==> src/rtl/awgn_pkg.sv <==
// Shared types and defaults for the AWGN noise-path arithmetic blocks.
// Holds the squaring engine FSM encoding and its default operand width.
// Also provides a helper that sizes bit counters for iterative datapaths.
package awgn_pkg;

   // Default operand width of the squaring engine; its result is twice as wide.
   localparam int SQ_IN_W_DEF = 16;

   // Squaring engine control states.
   typedef enum logic [1:0] {
      IDLE = 2'd0,
      CALC = 2'd1,
      DONE = 2'd2
   } sq_state_t;

   // Width of a counter indexing 0..w-1. It never returns 0, so a
   // one-bit operand still gets a legal one-bit counter.
   function automatic int sq_cnt_w(input int w);
      return (w > 1) ? $clog2(w) : 1;
   endfunction

endpackage : awgn_pkg

==> src/rtl/square_unit.sv <==
// Sequential squarer: out_data = in_data * in_data, one shift-add multiplier bit per clock.
// Latency: out_valid rises IN_W cycles after the accept edge. There is no early exit, and only one operand is in flight at a time.
// Backpressure: the result is held in DONE until out_ready. in_ready is high only in IDLE.
module square_unit
   import awgn_pkg::*;
#(
   parameter int IN_W = SQ_IN_W_DEF
) (
   input  logic                clk,
   input  logic                rst,
   input  logic                in_valid,
   output logic                in_ready,
   input  logic [IN_W-1:0]     in_data,
   output logic                out_valid,
   input  logic                out_ready,
   output logic [2*IN_W-1:0]   out_data,
   output logic                busy
);

   localparam int OUT_W = 2 * IN_W;
   localparam int CNT_W = sq_cnt_w(IN_W);
   localparam logic [CNT_W-1:0] CNT_LAST = CNT_W'(IN_W - 1);

   sq_state_t          state_q, state_d;
   logic [IN_W-1:0]    mcand_q, mcand_d;     // multiplicand, fixed for the whole operation
   logic [IN_W-1:0]    mplier_q, mplier_d;   // multiplier, consumed LSB first
   logic [OUT_W-1:0]   acc_q, acc_d;         // running partial-product sum
   logic [CNT_W-1:0]   cnt_q, cnt_d;         // index of the multiplier bit being resolved
   logic [OUT_W-1:0]   out_data_q, out_data_d;

   logic [OUT_W-1:0]   mcand_ext;
   logic [OUT_W-1:0]   addend;
   logic [OUT_W-1:0]   partial;
   logic [OUT_W-1:0]   acc_sum;
   logic               cnt_last;

   // Datapath: weight the multiplicand by the current bit position and add it when that multiplier bit is set.
   // The sum cannot overflow OUT_W bits, because (2^IN_W-1)^2 < 2^OUT_W.
   always_comb begin
      mcand_ext = {{IN_W{1'b0}}, mcand_q};
      addend    = mcand_ext << cnt_q;
      partial   = mplier_q[0] ? addend : '0;
      acc_sum   = acc_q + partial;
      cnt_last  = (cnt_q == CNT_LAST);
   end

   // Next-state and register-update logic for the IDLE -> CALC -> DONE cycle.
   always_comb begin
      state_d    = state_q;
      mcand_d    = mcand_q;
      mplier_d   = mplier_q;
      acc_d      = acc_q;
      cnt_d      = cnt_q;
      out_data_d = out_data_q;

      case (state_q)
         IDLE: begin
            // in_ready is high in IDLE, so in_valid alone completes the handshake.
            if (in_valid) begin
               mcand_d  = in_data;
               mplier_d = in_data;
               acc_d    = '0;
               cnt_d    = '0;
               state_d  = CALC;
            end
         end

         CALC: begin
            acc_d    = acc_sum;
            mplier_d = mplier_q >> 1;
            cnt_d    = cnt_q + CNT_W'(1);
            // The last bit's add is folded straight into the published result.
            if (cnt_last) begin
               out_data_d = acc_sum;
               state_d    = DONE;
            end
         end

         DONE: begin
            // out_data_q is untouched here, so the result stays stable under any stall.
            if (out_ready) begin
               state_d = IDLE;
            end
         end

         default: begin
            state_d = IDLE;
         end
      endcase
   end

   // State registers. A synchronous reset drops any in-flight work and clears every register.
   always_ff @(posedge clk) begin
      if (rst) begin
         state_q    <= IDLE;
         mcand_q    <= '0;
         mplier_q   <= '0;
         acc_q      <= '0;
         cnt_q      <= '0;
         out_data_q <= '0;
      end else begin
         state_q    <= state_d;
         mcand_q    <= mcand_d;
         mplier_q   <= mplier_d;
         acc_q      <= acc_d;
         cnt_q      <= cnt_d;
         out_data_q <= out_data_d;
      end
   end

   // Handshake outputs decode from the state register only, so no path runs from in_* to out_*.
   always_comb begin
      in_ready  = (state_q == IDLE);
      out_valid = (state_q == DONE);
      busy      = (state_q == CALC) || (state_q == DONE);
      out_data  = out_data_q;
   end

endmodule : square_unit

==> config.mk <==
export PLATFORM = sky130hd
export DESIGN_NAME = square_unit
export DESIGN_NICKNAME = d
export VERILOG_FILES = /design/src/rtl/awgn_pkg.sv /design/src/rtl/square_unit.sv
export SDC_FILE = /design/constraint.sdc
export NUM_CORES = 1
export LEC_CHECK = 0
export BUFFER_PORTS_ARGS = -buffer_cell sky130_fd_sc_hd__buf_2
export CORE_ASPECT_RATIO = 2
export CORE_MARGIN = 8
export CORE_UTILIZATION = 55
export CTS_BUF_LIST = sky130_fd_sc_hd__clkbuf_4
export DETAILED_ROUTE_END_ITERATION = 6
export PLACE_DENSITY = 0.74
export SETUP_SLACK_MARGIN = 0.5
export SYNTH_ARGS = -nofsm -noshare
export SYNTH_HDL_FRONTEND = slang
export SYNTH_SLANG_ARGS = --single-unit
==> constraint.sdc <==
create_clock -name clk -period 4.6 [get_ports clk]
set_clock_uncertainty 0.05 [all_clocks]
set_input_delay 0.92 -clock clk [delete_from_list [all_inputs] [get_ports clk]]
set_output_delay 0.92 -clock clk [all_outputs]
set_load 0.01 [all_outputs]
Word level (Yosys, flattened, before mapping)
Index checks and enable logic that the tools add are counted.
Widths: inputs -> output; s select.
- reduce and logical (&&, ||, !) cells: 7
- muxes and demuxes: 11
- equality and inequality tests: 6
- shifts and indexed selects: 1
- $add $sub $neg: 2
- operators by type and width (operator ; count):
    $mux 32 ; 2
    $pmux 32 s2 ; 1
    $add 32x32->32 ; 1
    $pmux 16 s2 ; 1
    $shl 16x4->32 ; 1
    $mux 16 ; 1
    $pmux 4 s2 ; 1
    $mux 2 ; 3
    $pmux 2 s3 ; 1
    $reduce_and 2->1 ; 3
    $add 4x1->4 const B ; 1
    $eq 4x4->1 const B ; 1
    $mux 4 ; 1
    $ne 2x2->1 const B ; 2
    $reduce_and 3->1 ; 1
    $eq 2x1->1 const B ; 1
    $eq 2x2->1 const B ; 1
    $logic_not 2->1 ; 1
    $ne 2x1->1 const B ; 1
    $reduce_bool 2->1 ; 1
    $logic_or 1x1->1 ; 1
- output and inout bits: 35
- register bits: 102
- bits of input ports: 20
- word-level logic and storage cells: 33

Longest topological paths before layout
- depth in word-level cells: 4
- mapped depth: 18
- depth with buffers taken out: 16

Least setup slack after synthesis
No wires, ideal clock.
- kind: reg-to-reg
- start point: register cnt_q[1]
- end point: register out_data_q[31], in the netlist out_data[31]
- stages on the path, launching flop included: 18
- period minus slack after synthesis: 3928 ps
- buffers on the path: 3
- arrival: 3756 ps
- setup time: 122 ps
- data required time: 4428 ps
- setup slack: 672 ps
- cells stage by stage: dfxtp_1 > clkbuf_1 > buf_1 > mux2i_1 > nor2_1 > a31oi_1 > nor2_1 > o311a_1 > ha_1 > buf_2 > a21oi_1 > o21ai_1 > a221o_1 > a22o_1 > a31oi_2 > a221oi_2 > nor4b_1 > a311o_1
- cells in the longest elaborated chain, start to end: 3
- elaborated cells between the ends (all ways): 5
- those cells by class: 1 x add/sub; 1 x eq/ne; 1 x shift; 1 x mux; 1 x reduce/logical
- RTL lines (what ; RTL line ; text):
    start: declaration ; square_unit.sv:28 ; logic [CNT_W-1:0] cnt_q, cnt_d;
    start signal: assignment ; square_unit.sv:106 ; cnt_q <= cnt_d;
    $shl 16x4->32 ; square_unit.sv:41 ; addend = mcand_ext << cnt_q;
    $mux 32 ; square_unit.sv:42 ; partial = mplier_q[0] ? addend : '0;
    $add 32x32->32 ; square_unit.sv:43 ; acc_sum = acc_q + partial;
    end signal: assignment ; square_unit.sv:107 ; out_data_q <= out_data_d;
    end: declaration ; square_unit.sv:29 ; logic [OUT_W-1:0] out_data_q, out_data_d;
Several ways; a longest one is shown, not always the timed one.
A chain may end at the register's enable or synchronous reset.

Final worst setup path
Same ends and word-level chain as after synthesis.

==> metrics.csv <==
stage,metric,value,unit
timing,rsz0062_at_grt,yes,
layout,syn_to_final_growth,8.798,%
placement,globalplace.congestion,0.9623,
cts,htreeDepth,3,
route,vias,5914,
route,first_pass_iters,7,
job,max_cap_violations,0,
route,avgRoutedWirePerCell,19.43,µm
power_and_ir_drop,power_leakage,2.949,nW
route,avgViaCountPerCell,6.180,
route,wl_met2,10.08,mm
setup_path,cp.depth,16,
floorplanning,initial_utilization,56.04,%
logic_synthesis,synth_warnings,0,
setup_path,crit_start,cnt_q[1],
route,m1WireLength,6.466,mm
timing,tns,0,ns
placement,dp_hpwl,14.63,mm
setup_path,reg2reg_depth,16,
logic_synthesis,yosysSeqAreaShare,32.48,%
placement,dpl.cell_count,939,
cts,clkTransAtPathRegs,0.17,ns
setup_path,cp.required,4.94,ns
layout,fin_nets,865,
setup_path,crit_fanout,11,
power_and_ir_drop,powerDensity,260.0,mW/mm²
setup_path,cp_slowest_cell,dfxtp_4,
logic_synthesis,ys_seq_elements,102,
cts,clock_latency,0.48,ns
cts,numCtsBuffers,9,
route,top_layer,met4,
layout,final_cell_mix,"116 x nand2_1, 100 x dfxtp_1, 80 x nor2_1",
timing,max_freq,250.7,MHz
setup_path,critPathMaxStageDelay,0.46,ns
layout,drive_gt1_share,14.25,%
cts,tritoncts,yes,
timing,post-route-period-util,86.70,%
logic_synthesis,synthCells,777,
logic_synthesis,synth_ff_type,dfxtp_1,
run_status,status,completed,
global_route,grt_pass1_wl,29.90,mm
cts,root_buffer,clkbuf_4,
floorplanning,core,0.01122,mm²
logic_synthesis,async_flop_share,0,%
setup_path,crit_top_cell,o21ai_0,
setup_path,crit_arrival,4.33,ns
floorplanning,die_w,91.60,µm
logic_synthesis,synth_edf_count,0,
setup_path,crit_path_start_kind,register,
setup_path,cp_top_family,compound AO/OA/AOI/OAI gates,
logic_synthesis,syn-num-nets,833,
setup_path,worst_setup_path_end_kind,register,
route,wl,18.59,mm
global_route,track_usage,24.17,%
global_route,grt_pass1_vias,5973,
floorplanning,core.rowCount,55,
route,drtIter0Drc,252,
floorplanning,io-pin-count,55,
route,wl_met3,692,µm
setup_path,rrSetupSlack,0.61,ns
cts,cts_buffer_depth,2,
floorplanning,dieArea,0.01531,mm²
route,antenna_left,0,
timing,setup_violations,0,
worst_hold_path,hp-class,register to register,
logic_synthesis,synth_cell_type_count,70,
setup_path,criticalPathCategory,register to register,
global_route,gr-total-overflow,0,
setup_path,cp_cell_sequence,buf_4 > mux2_2 > nand2_1 > o21ai_0 > mux2i_1 > nand2b_1 > and3_1 > ha_1 > a21oi_1 > o21a_1 > o21ai_0 > a32o_1 > a31oi_2 > a221oi_2 > nor4b_1 > a311o_1,
timing,worstMarginPinSlew,0.9483,ns
logic_synthesis,netlist_area,0.006286,mm²
cts,cts_hold_buf,0,
setup_path,r2r_end,out_data[31],
global_route,antenna_found_initial,1,
logic_synthesis,avgSynthCellArea,8.090,µm²
power_and_ir_drop,vdd_drop_max,253.9,µV
setup_path,critPathBufInv,1,
setup_path,crit_end,out_data[31],
global_route,grt_max_degree,85,
timing,hold_viol_final,0,
cts,cts.sinks,102,
setup_path,worstReg2RegStart,cnt_q[1],
route,drc,0,
layout,final_common_cell,nand2_1,
floorplanning,dieHeight,167.2,µm
timing,drv_slew,0,
placement,port_buffers,54,
timing,period_minus_slack,3.988,ns
timing,slew_headroom,36.74,%
layout,instances_no_fill,957,
==> where the power goes <==
group          leakage, nW  switching [W]  internal, W  total, W
logic                 2.05       0.000242     0.000134  0.000376
registers            0.830      0.0000345     0.000927  0.000962
clock network       0.0671       0.000322     0.000118  0.000440
==> tightest hold or removal path, stage by stage, from the launching register on <==
cell and delay (ns):
dfxtp_1 0.34, nand2_1 0.05, a21oi_1 0.05
==> cell type report <==
type | instances | area (µm²)
flip-flops and latches | 102 | 2049
multi-input cells | 611 | 4033
fillers | 1035 | 4378
diodes | 1 | 2.502
clock buffers | 9 | 67.56
well taps | 142 | 177.7
repair buffers | 71 | 397.9
clock inverters | 7 | 58.81
inverters | 14 | 52.55
==> through the flow <==
| step | setup WS [ns] | hold slack [ns] | area [µm²] | util [%] | power, W |
|---|---|---|---|---|---|
| 6_report | 0.6118 | 0.4151 | 6839 | 60.97 | 0.001778 |
| 5_1_grt | 0.4967 | 0.4389 | 6839 | 60.97 | 0.001861 |
| 4_1_cts | 0.5036 | 0.4198 | 6802 | 60.64 | 0.001785 |
| 3_5_place_dp | 0.2900 | 0.3987 | 6666 | 59.43 | 0.001354 |
| 3_3_place_gp | 0.2998 | 0.3917 | 6666 | 59.43 | 0.001339 |
| 2_1_floorplan | 0.6721 | 0.3952 | 6286 | - | 0.001242 |
==> logic make-up after synthesis <==
kind of cell	synth area share, %
flops	32.48
compound gates	24.72
simple gates	20.00
xor+xnor	4.041
buf+inv	3.881
fa+ha+maj	7.285
mux	7.584
==> state kept, by name, indices dropped and copies added (netlist names) <==
register  count
mcand_q      16
state_q       2
acc_q        32
mplier_q     16
cnt_q         4
out_data     32
==> metal layers <==
metal	global-route usage [%]	vias to the layer above
li1	-	2868
met1	22.66	2793
met2	44.78	177
met3	3.762	76
met4	18.95	0
met5	0	-
==> worst min path at each step <==
stage / from / endpoint / cells after the start
final: out_data[20] / out_data[20] / 2
after global routing: out_data[6] / out_data[6] / 2
after CTS: out_data[6] / out_data[6] / 2
after detailed placement: out_data[9] / out_data[9] / 2
after global placement: out_data[10] / out_data[10] / 2
after floorplan: mcand_q[11] / mcand_q[11] / 2
==> Yosys cell counts (4+ instances only) <==
cell      instances  share of area, %
dfxtp_1         102                32
nand4_1           6              0.60
nand2_1         116               6.9
and2_1            5              0.50
nor4b_1           4              0.56
o21ai_1           8              0.64
xor2_1           12               1.7
nand2b_1          7              0.70
buf_1             6              0.36
a311o_1           4              0.64
nor2_1           80               4.8
o21ai_0          18               1.4
a22o_1           20               2.8
a22oi_1          14               1.7
mux2i_1          33               5.3
inv_1            14              0.84
nor3_1           14               1.1
a31oi_1           7              0.70
a21o_1           19               2.3
a211oi_1         17               2.0
o21a_1            4              0.48
ha_1             35               7.0
nor2b_1           8              0.80
xnor2_1          17               2.4
clkbuf_1         41               2.4
mux4_2            5               1.8
nand3_1          12              0.96
and3_1           11               1.1
a21oi_1          73               5.8
==> what timing repair did <==
item                                    in CTS  in global routing
pin swaps                                    0                  1
endpoints found under the setup margin       8                 18
buffers inserted                             0                  1
cloned                                       0                  0
gates resized for setup                      3                  8
(Power assumes the default switching activity.)
